### src/rtl/wand_arbiter_if.sv
// Bus bundle between the requesting agents (master) and the wired-AND arbiter (slave).
// Carries the request/ID inputs and every arbitration status output.
interface wand_arbiter_if #(
  parameter int N_CH = 4,
  parameter int ID_W = 8
);
  logic [N_CH-1:0]      req;
  logic [N_CH*ID_W-1:0] id;
  logic                 bus_bit;
  logic [N_CH-1:0]      active;
  logic [N_CH-1:0]      grant;
  logic [ID_W-1:0]      grant_id;
  logic                 busy;
  logic                 done;
  logic                 tie;

  modport master (
    output req, id,
    input  bus_bit, active, grant, grant_id, busy, done, tie
  );

  modport slave (
    input  req, id,
    output bus_bit, active, grant, grant_id, busy, done, tie
  );
endinterface

### src/rtl/wand_arbiter.sv
// Bit-serial wired-AND arbiter: IDs are resolved MSB first, a 0 dominates,
// so the lowest snapshotted ID wins and holds the grant while it keeps requesting.
module wand_arbiter #(
  parameter int N_CH = 4,
  parameter int ID_W = 8
) (
  input  logic          clk,
  input  logic          rst_n,
  wand_arbiter_if.slave bus
);

  localparam int IDX_W = (ID_W > 1) ? $clog2(ID_W) : 1;
  localparam int CH_W  = $clog2(N_CH);

  typedef enum logic [1:0] {IDLE, ARB, GRANT} state_t;

  state_t           state_q, state_d;
  logic [IDX_W-1:0] bit_idx_q, bit_idx_d;
  logic [N_CH-1:0]  active_q, active_d;
  logic [N_CH-1:0]  grant_q, grant_d;
  logic [ID_W-1:0]  idreg_q [N_CH];
  logic [ID_W-1:0]  idreg_d [N_CH];
  logic [ID_W-1:0]  grant_id_q, grant_id_d;
  logic             bus_bit_q, bus_bit_d;
  logic             busy_q, busy_d;
  logic             done_q, done_d;
  logic             tie_q, tie_d;

  logic             resolved;
  logic [N_CH-1:0]  survivors;
  logic [CH_W-1:0]  winner;
  logic [CH_W:0]    popcnt;

  // Resolve the current bit on the modelled line; recessive contenders that see a
  // dominant 0 drop out. The winner/tie terms only matter once the mask is final.
  always_comb begin
    resolved  = 1'b1;
    survivors = active_q;
    winner    = '0;
    popcnt    = '0;
    for (int k = 0; k < N_CH; k++) begin
      if (active_q[k] && !idreg_q[k][bit_idx_q]) resolved = 1'b0;
    end
    for (int k = 0; k < N_CH; k++) begin
      if (active_q[k] && idreg_q[k][bit_idx_q] && !resolved) survivors[k] = 1'b0;
      popcnt = popcnt + (CH_W+1)'(active_q[k]);
    end
    for (int k = N_CH - 1; k >= 0; k--) begin
      if (active_q[k]) winner = CH_W'(k);
    end
  end

  always_comb begin
    state_d    = state_q;
    bit_idx_d  = bit_idx_q;
    active_d   = active_q;
    grant_d    = grant_q;
    grant_id_d = grant_id_q;
    bus_bit_d  = bus_bit_q;
    busy_d     = busy_q;
    done_d     = 1'b0;
    tie_d      = tie_q;
    idreg_d    = idreg_q;
    case (state_q)
      IDLE: begin
        bus_bit_d = 1'b1;
        if (|bus.req) begin
          active_d = bus.req;
          for (int k = 0; k < N_CH; k++) idreg_d[k] = bus.id[k*ID_W +: ID_W];
          bit_idx_d = IDX_W'(ID_W - 1);
          busy_d    = 1'b1;
          state_d   = ARB;
        end
      end
      ARB: begin
        bus_bit_d = resolved;
        active_d  = survivors;
        if (bit_idx_q == '0) state_d = GRANT;
        else                 bit_idx_d = bit_idx_q - 1'b1;
      end
      GRANT: begin
        // The first GRANT cycle publishes the result; afterwards the grant holds
        // until the winner lets go of its request.
        if (grant_q == '0) begin
          grant_d    = {{(N_CH-1){1'b0}}, 1'b1} << winner;
          grant_id_d = idreg_q[winner];
          tie_d      = (popcnt > 1);
          done_d     = 1'b1;
        end else if (!bus.req[winner]) begin
          grant_d   = '0;
          active_d  = '0;
          tie_d     = 1'b0;
          busy_d    = 1'b0;
          bus_bit_d = 1'b1;
          state_d   = IDLE;
        end
      end
      default: state_d = IDLE;
    endcase
  end

  always_ff @(posedge clk or negedge rst_n) begin
    if (!rst_n) begin
      state_q    <= IDLE;
      bit_idx_q  <= IDX_W'(ID_W - 1);
      active_q   <= '0;
      grant_q    <= '0;
      grant_id_q <= '0;
      bus_bit_q  <= 1'b1;
      busy_q     <= 1'b0;
      done_q     <= 1'b0;
      tie_q      <= 1'b0;
      for (int k = 0; k < N_CH; k++) idreg_q[k] <= '0;
    end else begin
      state_q    <= state_d;
      bit_idx_q  <= bit_idx_d;
      active_q   <= active_d;
      grant_q    <= grant_d;
      grant_id_q <= grant_id_d;
      bus_bit_q  <= bus_bit_d;
      busy_q     <= busy_d;
      done_q     <= done_d;
      tie_q      <= tie_d;
      idreg_q    <= idreg_d;
    end
  end

  assign bus.bus_bit  = bus_bit_q;
  assign bus.active   = active_q;
  assign bus.grant    = grant_q;
  assign bus.grant_id = grant_id_q;
  assign bus.busy     = busy_q;
  assign bus.done     = done_q;
  assign bus.tie      = tie_q;

endmodule
### src/flat_wrapper.sv
// flat-port wrapper written by rule: the top's interface ports become plain ports
module wand_arbiter_flat 
#(
  parameter int N_CH = 4,
  parameter int ID_W = 8
)
  (clk, rst_n, bus_req, bus_id, bus_bus_bit, bus_active, bus_grant, bus_grant_id, bus_busy, bus_done, bus_tie);
  wand_arbiter_if #(.N_CH(N_CH), .ID_W(ID_W)) bus_i ();
  input  logic clk;
  input  logic rst_n;
  input wire logic [$bits(bus_i.req)-1:0] bus_req;
  input wire logic [$bits(bus_i.id)-1:0] bus_id;
  output wire logic [$bits(bus_i.bus_bit)-1:0] bus_bus_bit;
  output wire logic [$bits(bus_i.active)-1:0] bus_active;
  output wire logic [$bits(bus_i.grant)-1:0] bus_grant;
  output wire logic [$bits(bus_i.grant_id)-1:0] bus_grant_id;
  output wire logic [$bits(bus_i.busy)-1:0] bus_busy;
  output wire logic [$bits(bus_i.done)-1:0] bus_done;
  output wire logic [$bits(bus_i.tie)-1:0] bus_tie;
  assign bus_i.req = bus_req;
  assign bus_i.id = bus_id;
  assign bus_bus_bit = bus_i.bus_bit;
  assign bus_active = bus_i.active;
  assign bus_grant = bus_i.grant;
  assign bus_grant_id = bus_i.grant_id;
  assign bus_busy = bus_i.busy;
  assign bus_done = bus_i.done;
  assign bus_tie = bus_i.tie;
  wand_arbiter #(.N_CH(N_CH), .ID_W(ID_W)) u_core (.clk(clk), .rst_n(rst_n), .bus(bus_i));
endmodule
### config.mk
export PLATFORM = sky130hd
export DESIGN_NAME = wand_arbiter_flat
export DESIGN_NICKNAME = d
export VERILOG_FILES = /design/src/rtl/wand_arbiter_if.sv /design/src/rtl/wand_arbiter.sv /design/src/flat_wrapper.sv
export SDC_FILE = /design/constraint.sdc
export NUM_CORES = 1
export LEC_CHECK = 0
export CORE_ASPECT_RATIO = 1.2
export CORE_MARGIN = 2
export CORE_UTILIZATION = 50
export DETAILED_ROUTE_END_ITERATION = 10
export PLACE_DENSITY_LB_ADDON = 0.3
export SETUP_SLACK_MARGIN = 0.3
export SKIP_CTS_REPAIR_TIMING = 1
export SLEW_MARGIN = 20
export SYNTH_ARGS = -nofsm -noshare
export SYNTH_HDL_FRONTEND = slang
export SYNTH_SLANG_ARGS = --single-unit
### constraint.sdc
create_clock -name clk -period 5.6 [get_ports clk]
set_input_delay 0.84 -clock clk [delete_from_list [all_inputs] [get_ports clk]]
set_output_delay 0.84 -clock clk [all_outputs]
set_load 0.005 [all_outputs]
==> metrics.txt <==
Final Max Tran Viols 0; area grow syn2layout 25.9%; r2r startpoint u_core.bus.grant[1]$_DFFE_PN0P_; CTS Buf Count 9; initial DRC count 177; Die W 75.1 um; worst hold stages 2; initial antenna violation count 0; FP Rows 31; period utilization 0.428; setup TNS 0 ns; chip height ~89 um; normalized max-slew margin 0.375; Max IR drop VDD 0.261 mV; Crit Reg-Reg Endpoint u_core.bus.bus_bit$_DFFE_PN1P_; # IOs 58; number of buffers added on ports 57; Largest stage delay, worst path 0.43 ns; r2r setup slk ~3.2 ns; Leakage Power roughly 1.6 nW; Crit Path Class in -> reg; Nets between 300 and 400; CTS root buf clkbuf_8; Worst Path Buf+Inv 2; GRT Overall Usage 0.227; Mapped Area ~0.003 mm^2; Seq/Total Area, Yosys 0.473; Mean Syn Cell Area ~11 um^2; largest net degree at the start of global routing 58; Initial Util 0.510; Worst Path Max Fanout 34; CP cell instances clkdlybuf4s50_1 -> nor4_1 -> nand2b_1 -> buf_4 -> mux2_2; Hold WC Path Type reg -> reg; Post-synth ARST share 1.00; Die ar. about 0.0067 mm^2; EDFF count, synth 0; Hold Slack 0.521 ns; Tmin final around 2.4 ns; crit path DAT about 2.6 ns; Final Setup Violations 0; Hold Violations, Final 0; RSZ-0062 raised after global routing false; Slew @ Worst Pin between 0.9 and 1 ns; max-cap violations 0; clk_lat worst skew 0.34 ns; first drt pass iteration count 6; Crit. End Element register; Worst Setup SP bus_req[2]; Syn Inst Count ~270; synth warn 0; FF-to-FF path depth 6; number of global-route vias before repair about 2300; via count between 2000 and 2500; crit path launch type input pin; outcome completed; Placer Congestion ~0.82; Finished Core Util 0.642; clock skew 0.00704 ns; CTS H-tree depth 3; slowest cell on the critical path clkdlybuf4s50_1; syn_nets between 300 and 400; fmax around 420 MHz; first-pass GRT wire length ~11 mm; Cell Pwr Density ~560 mW/mm^2; drt total wl approximately 7 mm; min-delay src u_core.bus.tie$_DFFE_PN0P_; GRT overflow 0; Final ANT Viol Nets 0; DRC Markers 0; fill cell count ~500; DR WL/cell 16.8 um; detailed placement HPWL 4.90 mm; library cells used by synthesis 42; hold endpoint u_core.bus.tie$_DFFE_PN0P_; clk sink count 57; ys flop type dfrtp_1; maximum clock path buffer count 2; delay-heaviest family, CP buffers and inverters; n_diodes 0; core footprint between 0.005 and 0.006 mm^2; Synth Register Bits 57; CTS tree done; drt via density approximately 5.7; layout cell share with drive strength beyond 1 0.206; required time worst endpoint 5.82 ns; clock slew at reported path FFs around 0.060 ns
-- where the power goes --
group / switching [mW] / internal, mW / leakage (nW)
logic: 0.435 / 0.522 / 0.865
registers: 0.212 / 0.599 / 0.675
clock network: 0.164 / 0.214 / 0.0981
total: 0.812 / 1.33 / 1.64
-- synthesized netlist by cell type (3+ instances only) --
| master | number | area [um^2] |
|---|---|---|
| a31oi_1 | 8 | 50.1 |
| a222oi_1 | 8 | 80.1 |
| o21ai_0 | 7 | 35.0 |
| mux2i_1 | 9 | 90.1 |
| clkbuf_1 | 4 | 15.0 |
| dfrtp_1 | 53 | 1330 |
| nand2_1 | 23 | 86.3 |
| o22ai_1 | 3 | 18.8 |
| nor2_1 | 16 | 60.1 |
| mux2_2 | 35 | 394 |
| nor2b_1 | 8 | 50.1 |
| dfstp_2 | 4 | 105 |
| nor4_1 | 4 | 25.0 |
| inv_1 | 10 | 37.5 |
| nor3b_1 | 5 | 37.5 |
| a21oi_1 | 9 | 45.0 |
| buf_2 | 10 | 50.1 |
| ha_1 | 8 | 100 |
| nand2b_1 | 4 | 25.0 |
| a211oi_1 | 5 | 37.5 |
| nand3_1 | 5 | 25.0 |
| nor3_1 | 9 | 45.0 |
| mux4_2 | 3 | 67.6 |
-- how the worst max path moves through the flow --
stage | end | slack, ns | cells after the start
final | u_core.idreg_q[21]$_DFFE_PN0P_ | 3.20 | 5
after global routing | u_core.idreg_q[21]$_DFFE_PN0P_ | 3.09 | 5
after CTS | u_core.idreg_q[21]$_DFFE_PN0P_ | 3.21 | 5
after detailed placement | u_core.idreg_q[21]$_DFFE_PN0P_ | 2.88 | 5
after global placement | u_core.idreg_q[24]$_DFFE_PN0P_ | 2.89 | 5
after floorplan | u_core.idreg_q[0]$_DFFE_PN0P_ | 3.52 | 5
-- cell usage in the layout (no fill, tap or decap), drive strengths merged, types with 6 or more instances in the layout --
cell type / n
clkbuf: 10
dfrtp: 53
o21ai: 9
a21oi: 9
a31oi: 8
ha: 8
nor3: 9
mux2: 37
clkdlybuf4s50: 56
a211oi: 6
nor2b: 8
nand2: 24
mux2i: 9
a222oi: 8
inv: 10
nor2: 16
-- layout make-up --
cell class	instances	area, um^2	area share
flip-flops and latches	57	1430	0.375
multi-input cells	189	1470	0.385
clock inverters	5	56.3	0.0148
clock buffers	10	138	0.0361
well taps	82	103	0.0269
repair buffers	59	581	0.152
inverters	10	37.5	0.00985
-- cell families (layout without fill, tap and decap cells) --
logic type,count (synthesis),count (layout),share of synthesized area
flops,57,57,0.473
compound gates,52,52,0.123
mux,49,49,0.190
fa+ha+maj,8,8,0.0330
buf+inv,27,84,0.0450
simple gates,80,80,0.137
-- sequential cells by signal, summed over array words and instances, names as in the netlist --
register,flops
u_core.idreg_q,32
u_core.bus.grant_id,8
u_core.bus.active,4
u_core.bus.grant,4
u_core.bit_idx_q,3
u_core.state_q,2
u_core.bus.bus_bit,1
u_core.bus.busy,1
u_core.bus.done,1
u_core.bus.tie,1
-- through the flow --
| stage | instance area (um^2) | setup slack [ns] | instances | total power, mW |
|---|---|---|---|---|
| floorplan | 3030 | 3.52 | 273 | 1.48 |
| global placement | 3610 | 2.89 | 397 | 1.73 |
| detailed placement | 3610 | 2.88 | 397 | 1.76 |
| CTS | 3810 | 3.21 | 412 | 2.15 |
| global route | 3810 | 3.09 | 412 | 2.29 |
| finish | 3810 | 3.20 | 412 | 2.15 |
-- tightest hold or removal path, delay by kind of cell (launching register included) --
| kind | cells | cell delay, ns |
|---|---|---|
| flops | 1 | 0.37 |
| compound gates | 1 | 0.05 |
| buf+inv | 1 | 0.06 |
-- routing by layer --
metal | GRT usage | vias to the layer above | part of all wire
met5 | 0 | - | 0
met4 | 0.114 | 0 | 0.022
met3 | 0.0440 | 15 | 0.042
met2 | 0.375 | 69 | 0.51
met1 | 0.282 | 1155 | 0.42
li1 | - | 1102 | -
(Power assumes the default switching activity.)
